## src/rtl/lsq_load_responder_if.sv

```systemverilog
`default_nettype none
//==============================================================================
// Module   : lsq_load_responder_if
// Brief    : Load-port address/data channels plus the BRAM read port.
// Revision : 1.0 - initial release
//==============================================================================
interface lsq_load_responder_if #(
    parameter int ADDR_TYPE = 32,
    parameter int DATA_TYPE = 32
);
    logic [ADDR_TYPE-1:0] addrIn;
    logic                 addrIn_valid;
    logic                 addrIn_ready;
    logic                 loadEn;
    logic [ADDR_TYPE-1:0] loadAddr;
    logic [DATA_TYPE-1:0] loadData;
    logic [DATA_TYPE-1:0] dataOut;
    logic                 dataOut_valid;
    logic                 dataOut_ready;

    // Responder side.
    modport slave (
        input  addrIn,
        input  addrIn_valid,
        output addrIn_ready,
        output loadEn,
        output loadAddr,
        input  loadData,
        output dataOut,
        output dataOut_valid,
        input  dataOut_ready
    );

    // Load port and memory side.
    modport master (
        output addrIn,
        output addrIn_valid,
        input  addrIn_ready,
        input  loadEn,
        input  loadAddr,
        output loadData,
        input  dataOut,
        input  dataOut_valid,
        output dataOut_ready
    );
endinterface
`default_nettype wire

```

## src/rtl/lsq_load_responder.sv

```systemverilog
`default_nettype none
//==============================================================================
// Module   : lsq_load_responder
// Brief    : Issues load addresses to a fixed-latency BRAM and returns data in
//            order via an occupancy-credited FIFO. Define
//            LSQ_LOAD_RESPONDER_BYPASS_EN for same-cycle return bypass.
// Revision : 1.0 - initial release
//==============================================================================
module lsq_load_responder #(
    parameter int DATA_TYPE  = 32,
    parameter int ADDR_TYPE  = 32,
    parameter int LATENCY    = 2,
    parameter int FIFO_DEPTH = 4
) (
    input  wire logic           clk,
    input  wire logic           rst,
    lsq_load_responder_if.slave bus
);
    localparam int c_OCC_W = $clog2(FIFO_DEPTH + 1);
    localparam int c_PTR_W = (FIFO_DEPTH > 1) ? $clog2(FIFO_DEPTH) : 1;
    localparam logic [c_OCC_W-1:0] c_DEPTH    = c_OCC_W'(FIFO_DEPTH);
    localparam logic [c_OCC_W-1:0] c_OCC_ONE  = c_OCC_W'(1);
    localparam logic [c_PTR_W-1:0] c_LAST_PTR = c_PTR_W'(FIFO_DEPTH - 1);
    localparam logic [c_PTR_W-1:0] c_PTR_ONE  = c_PTR_W'(1);

    logic                 r_live;
    logic [c_OCC_W-1:0]   r_occ;
    logic [c_OCC_W-1:0]   r_count;
    logic [LATENCY-1:0]   r_inFlight;
    logic [c_PTR_W-1:0]   r_head;
    logic [c_PTR_W-1:0]   r_tail;
    logic [DATA_TYPE-1:0] r_mem [FIFO_DEPTH];

    logic                 w_ready;
    logic                 w_accept;
    logic                 w_ret;
    logic                 w_fifoValid;
    logic                 w_outValid;
    logic                 w_pop;
    logic                 w_fifoPop;
    logic                 w_push;
    logic [DATA_TYPE-1:0] w_fifoData;
    logic [DATA_TYPE-1:0] w_outData;
    logic [ADDR_TYPE-1:0] w_addr;
`ifdef LSQ_LOAD_RESPONDER_BYPASS_EN
    logic                 w_bypass;
`endif

    function automatic logic [c_PTR_W-1:0] nextPtr(input logic [c_PTR_W-1:0] p);
        return (p == c_LAST_PTR) ? '0 : p + c_PTR_ONE;
    endfunction

    // r_live keeps the port closed while reset is held and for the release cycle.
    assign w_ready     = r_live && (r_occ < c_DEPTH);
    assign w_accept    = bus.addrIn_valid && w_ready;
    assign w_addr      = bus.addrIn;
    assign w_ret       = r_inFlight[LATENCY-1];
    assign w_fifoValid = (r_count != '0);
    assign w_fifoData  = w_fifoValid ? r_mem[r_head] : '0;

`ifdef LSQ_LOAD_RESPONDER_BYPASS_EN
    assign w_bypass   = w_ret && !w_fifoValid;
    assign w_outValid = w_fifoValid || w_bypass;
    assign w_outData  = w_bypass ? bus.loadData : w_fifoData;
    assign w_push     = w_ret && !(w_bypass && bus.dataOut_ready);
`else
    assign w_outValid = w_fifoValid;
    assign w_outData  = w_fifoData;
    assign w_push     = w_ret;
`endif

    assign w_pop     = w_outValid && bus.dataOut_ready;
    assign w_fifoPop = w_pop && w_fifoValid;

    assign bus.addrIn_ready  = w_ready;
    assign bus.loadEn        = w_accept;
    assign bus.loadAddr      = w_addr;
    assign bus.dataOut       = w_outData;
    assign bus.dataOut_valid = w_outValid;

    // Credit counter: reads in flight plus FIFO entries.
    always_ff @(posedge clk or negedge rst) begin
        if (!rst) begin
            r_live <= 1'b0;
            r_occ  <= '0;
        end else begin
            r_live <= 1'b1;
            if (w_accept && !w_pop) begin
                r_occ <= r_occ + c_OCC_ONE;
            end else if (!w_accept && w_pop) begin
                r_occ <= r_occ - c_OCC_ONE;
            end
        end
    end

    generate
        if (LATENCY == 1) begin : g_lat1
            always_ff @(posedge clk or negedge rst) begin
                if (!rst) begin
                    r_inFlight <= '0;
                end else begin
                    r_inFlight[0] <= w_accept;
                end
            end
        end else begin : g_latN
            always_ff @(posedge clk or negedge rst) begin
                if (!rst) begin
                    r_inFlight <= '0;
                end else begin
                    r_inFlight <= {r_inFlight[LATENCY-2:0], w_accept};
                end
            end
        end
    endgenerate

    always_ff @(posedge clk or negedge rst) begin
        if (!rst) begin
            r_head  <= '0;
            r_tail  <= '0;
            r_count <= '0;
        end else begin
            if (w_push) begin
                r_tail <= nextPtr(r_tail);
            end
            if (w_fifoPop) begin
                r_head <= nextPtr(r_head);
            end
            if (w_push && !w_fifoPop) begin
                r_count <= r_count + c_OCC_ONE;
            end else if (!w_push && w_fifoPop) begin
                r_count <= r_count - c_OCC_ONE;
            end
        end
    end

    // Storage is not reset; r_count gates every read of it.
    always_ff @(posedge clk) begin
        if (w_push) begin
            r_mem[r_tail] <= bus.loadData;
        end
    end
endmodule
`default_nettype wire
```

## src/flat_wrapper.sv

```systemverilog
// flat-port wrapper written by rule: the top's interface ports become plain ports
module lsq_load_responder_flat 
#(
    parameter int DATA_TYPE  = 32,
    parameter int ADDR_TYPE  = 32,
    parameter int LATENCY    = 2,
    parameter int FIFO_DEPTH = 4
)
  (clk, rst, bus_addrIn, bus_addrIn_valid, bus_addrIn_ready, bus_loadEn, bus_loadAddr, bus_loadData, bus_dataOut, bus_dataOut_valid, bus_dataOut_ready);
  lsq_load_responder_if #(.ADDR_TYPE(ADDR_TYPE), .DATA_TYPE(DATA_TYPE)) bus_i ();
  input  wire logic clk;
  input  wire logic rst;
  input wire logic [$bits(bus_i.addrIn)-1:0] bus_addrIn;
  input wire logic [$bits(bus_i.addrIn_valid)-1:0] bus_addrIn_valid;
  output wire logic [$bits(bus_i.addrIn_ready)-1:0] bus_addrIn_ready;
  output wire logic [$bits(bus_i.loadEn)-1:0] bus_loadEn;
  output wire logic [$bits(bus_i.loadAddr)-1:0] bus_loadAddr;
  input wire logic [$bits(bus_i.loadData)-1:0] bus_loadData;
  output wire logic [$bits(bus_i.dataOut)-1:0] bus_dataOut;
  output wire logic [$bits(bus_i.dataOut_valid)-1:0] bus_dataOut_valid;
  input wire logic [$bits(bus_i.dataOut_ready)-1:0] bus_dataOut_ready;
  assign bus_i.addrIn = bus_addrIn;
  assign bus_i.addrIn_valid = bus_addrIn_valid;
  assign bus_addrIn_ready = bus_i.addrIn_ready;
  assign bus_loadEn = bus_i.loadEn;
  assign bus_loadAddr = bus_i.loadAddr;
  assign bus_i.loadData = bus_loadData;
  assign bus_dataOut = bus_i.dataOut;
  assign bus_dataOut_valid = bus_i.dataOut_valid;
  assign bus_i.dataOut_ready = bus_dataOut_ready;
  lsq_load_responder #(.DATA_TYPE(DATA_TYPE), .ADDR_TYPE(ADDR_TYPE), .LATENCY(LATENCY), .FIFO_DEPTH(FIFO_DEPTH)) u_core (.clk(clk), .rst(rst), .bus(bus_i));
endmodule
```

## config.mk

```make
export PLATFORM = sky130hd
export DESIGN_NAME = lsq_load_responder_flat
export DESIGN_NICKNAME = d
export VERILOG_FILES = /design/src/rtl/lsq_load_responder_if.sv /design/src/rtl/lsq_load_responder.sv /design/src/flat_wrapper.sv
export SDC_FILE = /design/constraint.sdc
export NUM_CORES = 1
export LEC_CHECK = 0
export BUFFER_PORTS_ARGS = -buffer_cell sky130_fd_sc_hd__buf_4
export CAP_MARGIN = 20
export CORE_UTILIZATION = 24
export DETAILED_ROUTE_END_ITERATION = 10
export SLEW_MARGIN = 20
export SYNTH_ARGS = -nofsm -noshare
export SYNTH_HDL_FRONTEND = slang
export SYNTH_SLANG_ARGS = --single-unit
```

## constraint.sdc

```tcl
create_clock -name clk -period 5.4 [get_ports clk]
set_input_delay 1.08 -clock clk [delete_from_list [all_inputs] [get_ports clk]]
set_output_delay 1.08 -clock clk [all_outputs]
set_load 0.02 [all_outputs]
```

==> results_dict.tcl <==
set metrics [dict create \
    wire_per_inst_um 15.7 \
    start_util_pct 24.5 \
    post_cts_buffers 0 \
    timing.rr.end "u_core.r_count[2]$_DFFE_PN0P_" \
    grt_pass1_wl_mm 16.1 \
    p_total_uw 3720 \
    internal-power_uw 2560 \
    synth_seq_cells 141 \
    synth_area_leaders "edfxtp_1 (67%), mux4_2 (11%), dfrtp_1 (5.6%), buf_4 (4.2%), and2_1 (4.0%)" \
    rrSetupSlack_ps 2790 \
    post-dp-hpwl_mm 6.46 \
    cpPeakStageDelay_ps 740 \
    numCtsBuffers 17 \
    clock_path_buffers 2 \
    yosysUniqueCellTypes 22 \
    cts_root_buffer "clkbuf_16" \
    final-max-slew-violation-count 0 \
    hp-class "reg -> reg" \
    diodes 0 \
    synth-seq-area-share_pct 72.2 \
    drc 0 \
    p_per_area_nw_per_um2 535 \
    htree_num_levels 4 \
    grt-ovfl-total 0 \
    max_slew_margin_pct 37.3 \
    placed_cell_area_um2 6380 \
    cts_tree "built" \
    arrival_ps 2530 \
    core_um2 23500 \
    cp_max_fo 19 \
    pwr-share-seq_pct 38.8 \
    grtUsageTotal_pct 9.24 \
    max_freq_mhz 277 \
    ys_async_sr_fraction_pct 9.22 \
    synth.avg_cell_area_um2 20.0 \
    layout-drive-gt1-share_pct 40.4 \
    finalInstanceArea_um2 6960 \
    crit_type "reg -> out" \
    grt_pass1_vias 2867 \
    firstDrtPassIters 4 \
    synth_nets 366 \
    reg2reg_depth 8 \
    antenna_found_initial 0 \
    endpoint "bus_dataOut[29]" \
    ant_nets 0 \
    timing.max_cap.violations 0 \
    worst_pin_slew_ps 940 \
    die_h_um 157 \
    gp_congestion 0.611 \
    crit_slowest_cell "dfrtp_2" \
    final_nets 413 \
    crit_start "u_core.r_head[0]$_DFFE_PN0P_" \
    outcome "finished clean" \
    switchingPower_uw 1160 \
    grt_max_degree 35 \
    vias 2611 \
    reg2reg_from "u_core.r_count[0]$_DFFE_PN0P_" \
    boundaryPins 135 \
    numPortBuffers 70 \
    fin_worst_skew_ps 9.38 \
    setup_viol 0 \
    synth_warnings 0 \
    critPathCaptureType "output port" \
    fin_setup_tns_ps 0 \
    fin_ws_ps 1790 \
    grt_setup_unrepaired "false" \
    drtIter0Drc 107 \
    synth-main-ff-cell "edfxtp_1" \
    clk_pin_slew_ps 60 \
    clock_sinks 141 \
    post_cts_resized 0 \
    p_leak_uw 0.00240 \
    synth_top_area_cell "edfxtp_1" \
    critPathRequiredTime_ps 4320 \
    share_comb_of_total_power_pct 30.8 \
    synth_most_common_cell "edfxtp_1" \
    clkPwrFrac_pct 30.4 \
    crit_top_cell "buf_4" \
    die_w_um 157 \
    routed_wl_mm 10.5 \
    post-route-period-util_pct 66.9 \
    switching_share_pct 31.3 \
    clk_latency_ps 410 \
    preCtsSetupSlack_ps 2120 \
    synthTopCellsByCount "edfxtp_1 (128), and2_1 (37), buf_4 (32)" \
    synthToLayoutAreaGrowth_pct 20.5 \
    core.rowCount 56 \
    postSynthCellCount 289 \
    hold_buffers 0 \
    synth-edff-count 128 \
    path_cells "buf_4 -> mux4_1 -> and2_1 -> buf_4" \
    final.min_clock_period_ps 3610 \
    hold_viol 0 \
    viasPerCell 3.91 \
    start_kind "flop" \
    vdd_drop_max_mv 0.202 \
    die_area_um2 24700 \
    netlist.area_leader.share_pct 66.6 \
    netlist_area_um2 5770 \
]
-- state kept, by name, indices dropped and copies added (netlist names) --
signal             cells
u_core.r_count         3
u_core.r_head          2
u_core.r_inFlight      2
u_core.r_live          1
u_core.r_mem         128
u_core.r_occ           3
u_core.r_tail          2
-- worst max-delay path, delay by kind of cell (launching register included) --
kind | cells | cell delay, ps
buffers and inverters | 2 | 610
multiplexers | 1 | 590
AND/OR/NAND/NOR | 1 | 170
flip-flops | 1 | 740
-- power by group through the flow --
stage | logic (uW) | clock network [uW] | registers, uW
floorplan | 917 | 0 | 1370
global placement | 1150 | 0 | 1470
detailed placement | 1170 | 0 | 1480
CTS | 1180 | 1170 | 1450
global route | 1250 | 1210 | 1470
finish | 1150 | 1130 | 1440
-- cell usage in the layout (no fill, tap or decap), types with 3 or more instances in the layout --
cell,count
nand2_1,3
inv_8,3
and2_2,4
and2_1,33
mux4_1,4
xor2_1,4
mux2_2,4
ha_1,7
clkinv_4,3
inv_1,4
nor2_1,4
mux4_2,28
inv_6,6
clkbuf_16,17
edfxtp_1,128
dfrtp_1,11
buf_4,72
-- layer usage --
layer / global-route usage, % / share of wire [%]
met1: 10.8 / 43
met4: 4.58 / 2.3
met2: 14.9 / 49
met5: 0 / 0
met3: 3.50 / 6.0
-- cell type report --
cell class	count	area, um2
fillers	2357	16600
multi-input cells	100	1250
flip-flops and latches	141	4170
clock buffers	17	425
well taps	319	399
repair buffers	72	541
inverters	4	15.0
clock inverters	15	154
-- metrics by stage --
| stage | cells | hold WS [ps] | util, % |
|---|---|---|---|
| after floorplan | 289 | 331 | - |
| after global placement | 636 | 336 | 27.1 |
| after detailed placement | 636 | 339 | 27.1 |
| after CTS | 668 | 353 | 29.5 |
| after global routing | 668 | 357 | 29.5 |
| final | 668 | 350 | 29.5 |
-- how the worst min path moves through the flow --
stage | from | slack [ps] | end | cells past startpoint
3_3_place_gp | u_core.r_inFlight[0]$_DFF_PN0_ | 340 | u_core.r_inFlight[1]$_DFF_PN0_ | 0
6_report | u_core.r_inFlight[0]$_DFF_PN0_ | 350 | u_core.r_inFlight[1]$_DFF_PN0_ | 0
2_1_floorplan | u_core.r_inFlight[0]$_DFF_PN0_ | 330 | u_core.r_inFlight[1]$_DFF_PN0_ | 0
4_1_cts | u_core.r_inFlight[0]$_DFF_PN0_ | 350 | u_core.r_inFlight[1]$_DFF_PN0_ | 0
3_5_place_dp | u_core.r_inFlight[0]$_DFF_PN0_ | 340 | u_core.r_inFlight[1]$_DFF_PN0_ | 0
5_1_grt | u_core.r_inFlight[0]$_DFF_PN0_ | 360 | u_core.r_inFlight[1]$_DFF_PN0_ | 0
-- logic make-up after synthesis --
family,Yosys count,share of synthesized area [%]
and+or+nand+nor,46,4.68
muxes,36,13.5
xor gates and xnor gates,6,0.910
DFF,141,72.2
other,1,0.0649
buffers and inverters,48,6.24
adders and majority gates,9,2.21
AOI/OAI and AO/OA,2,0.173
(Power assumes the default switching activity.)
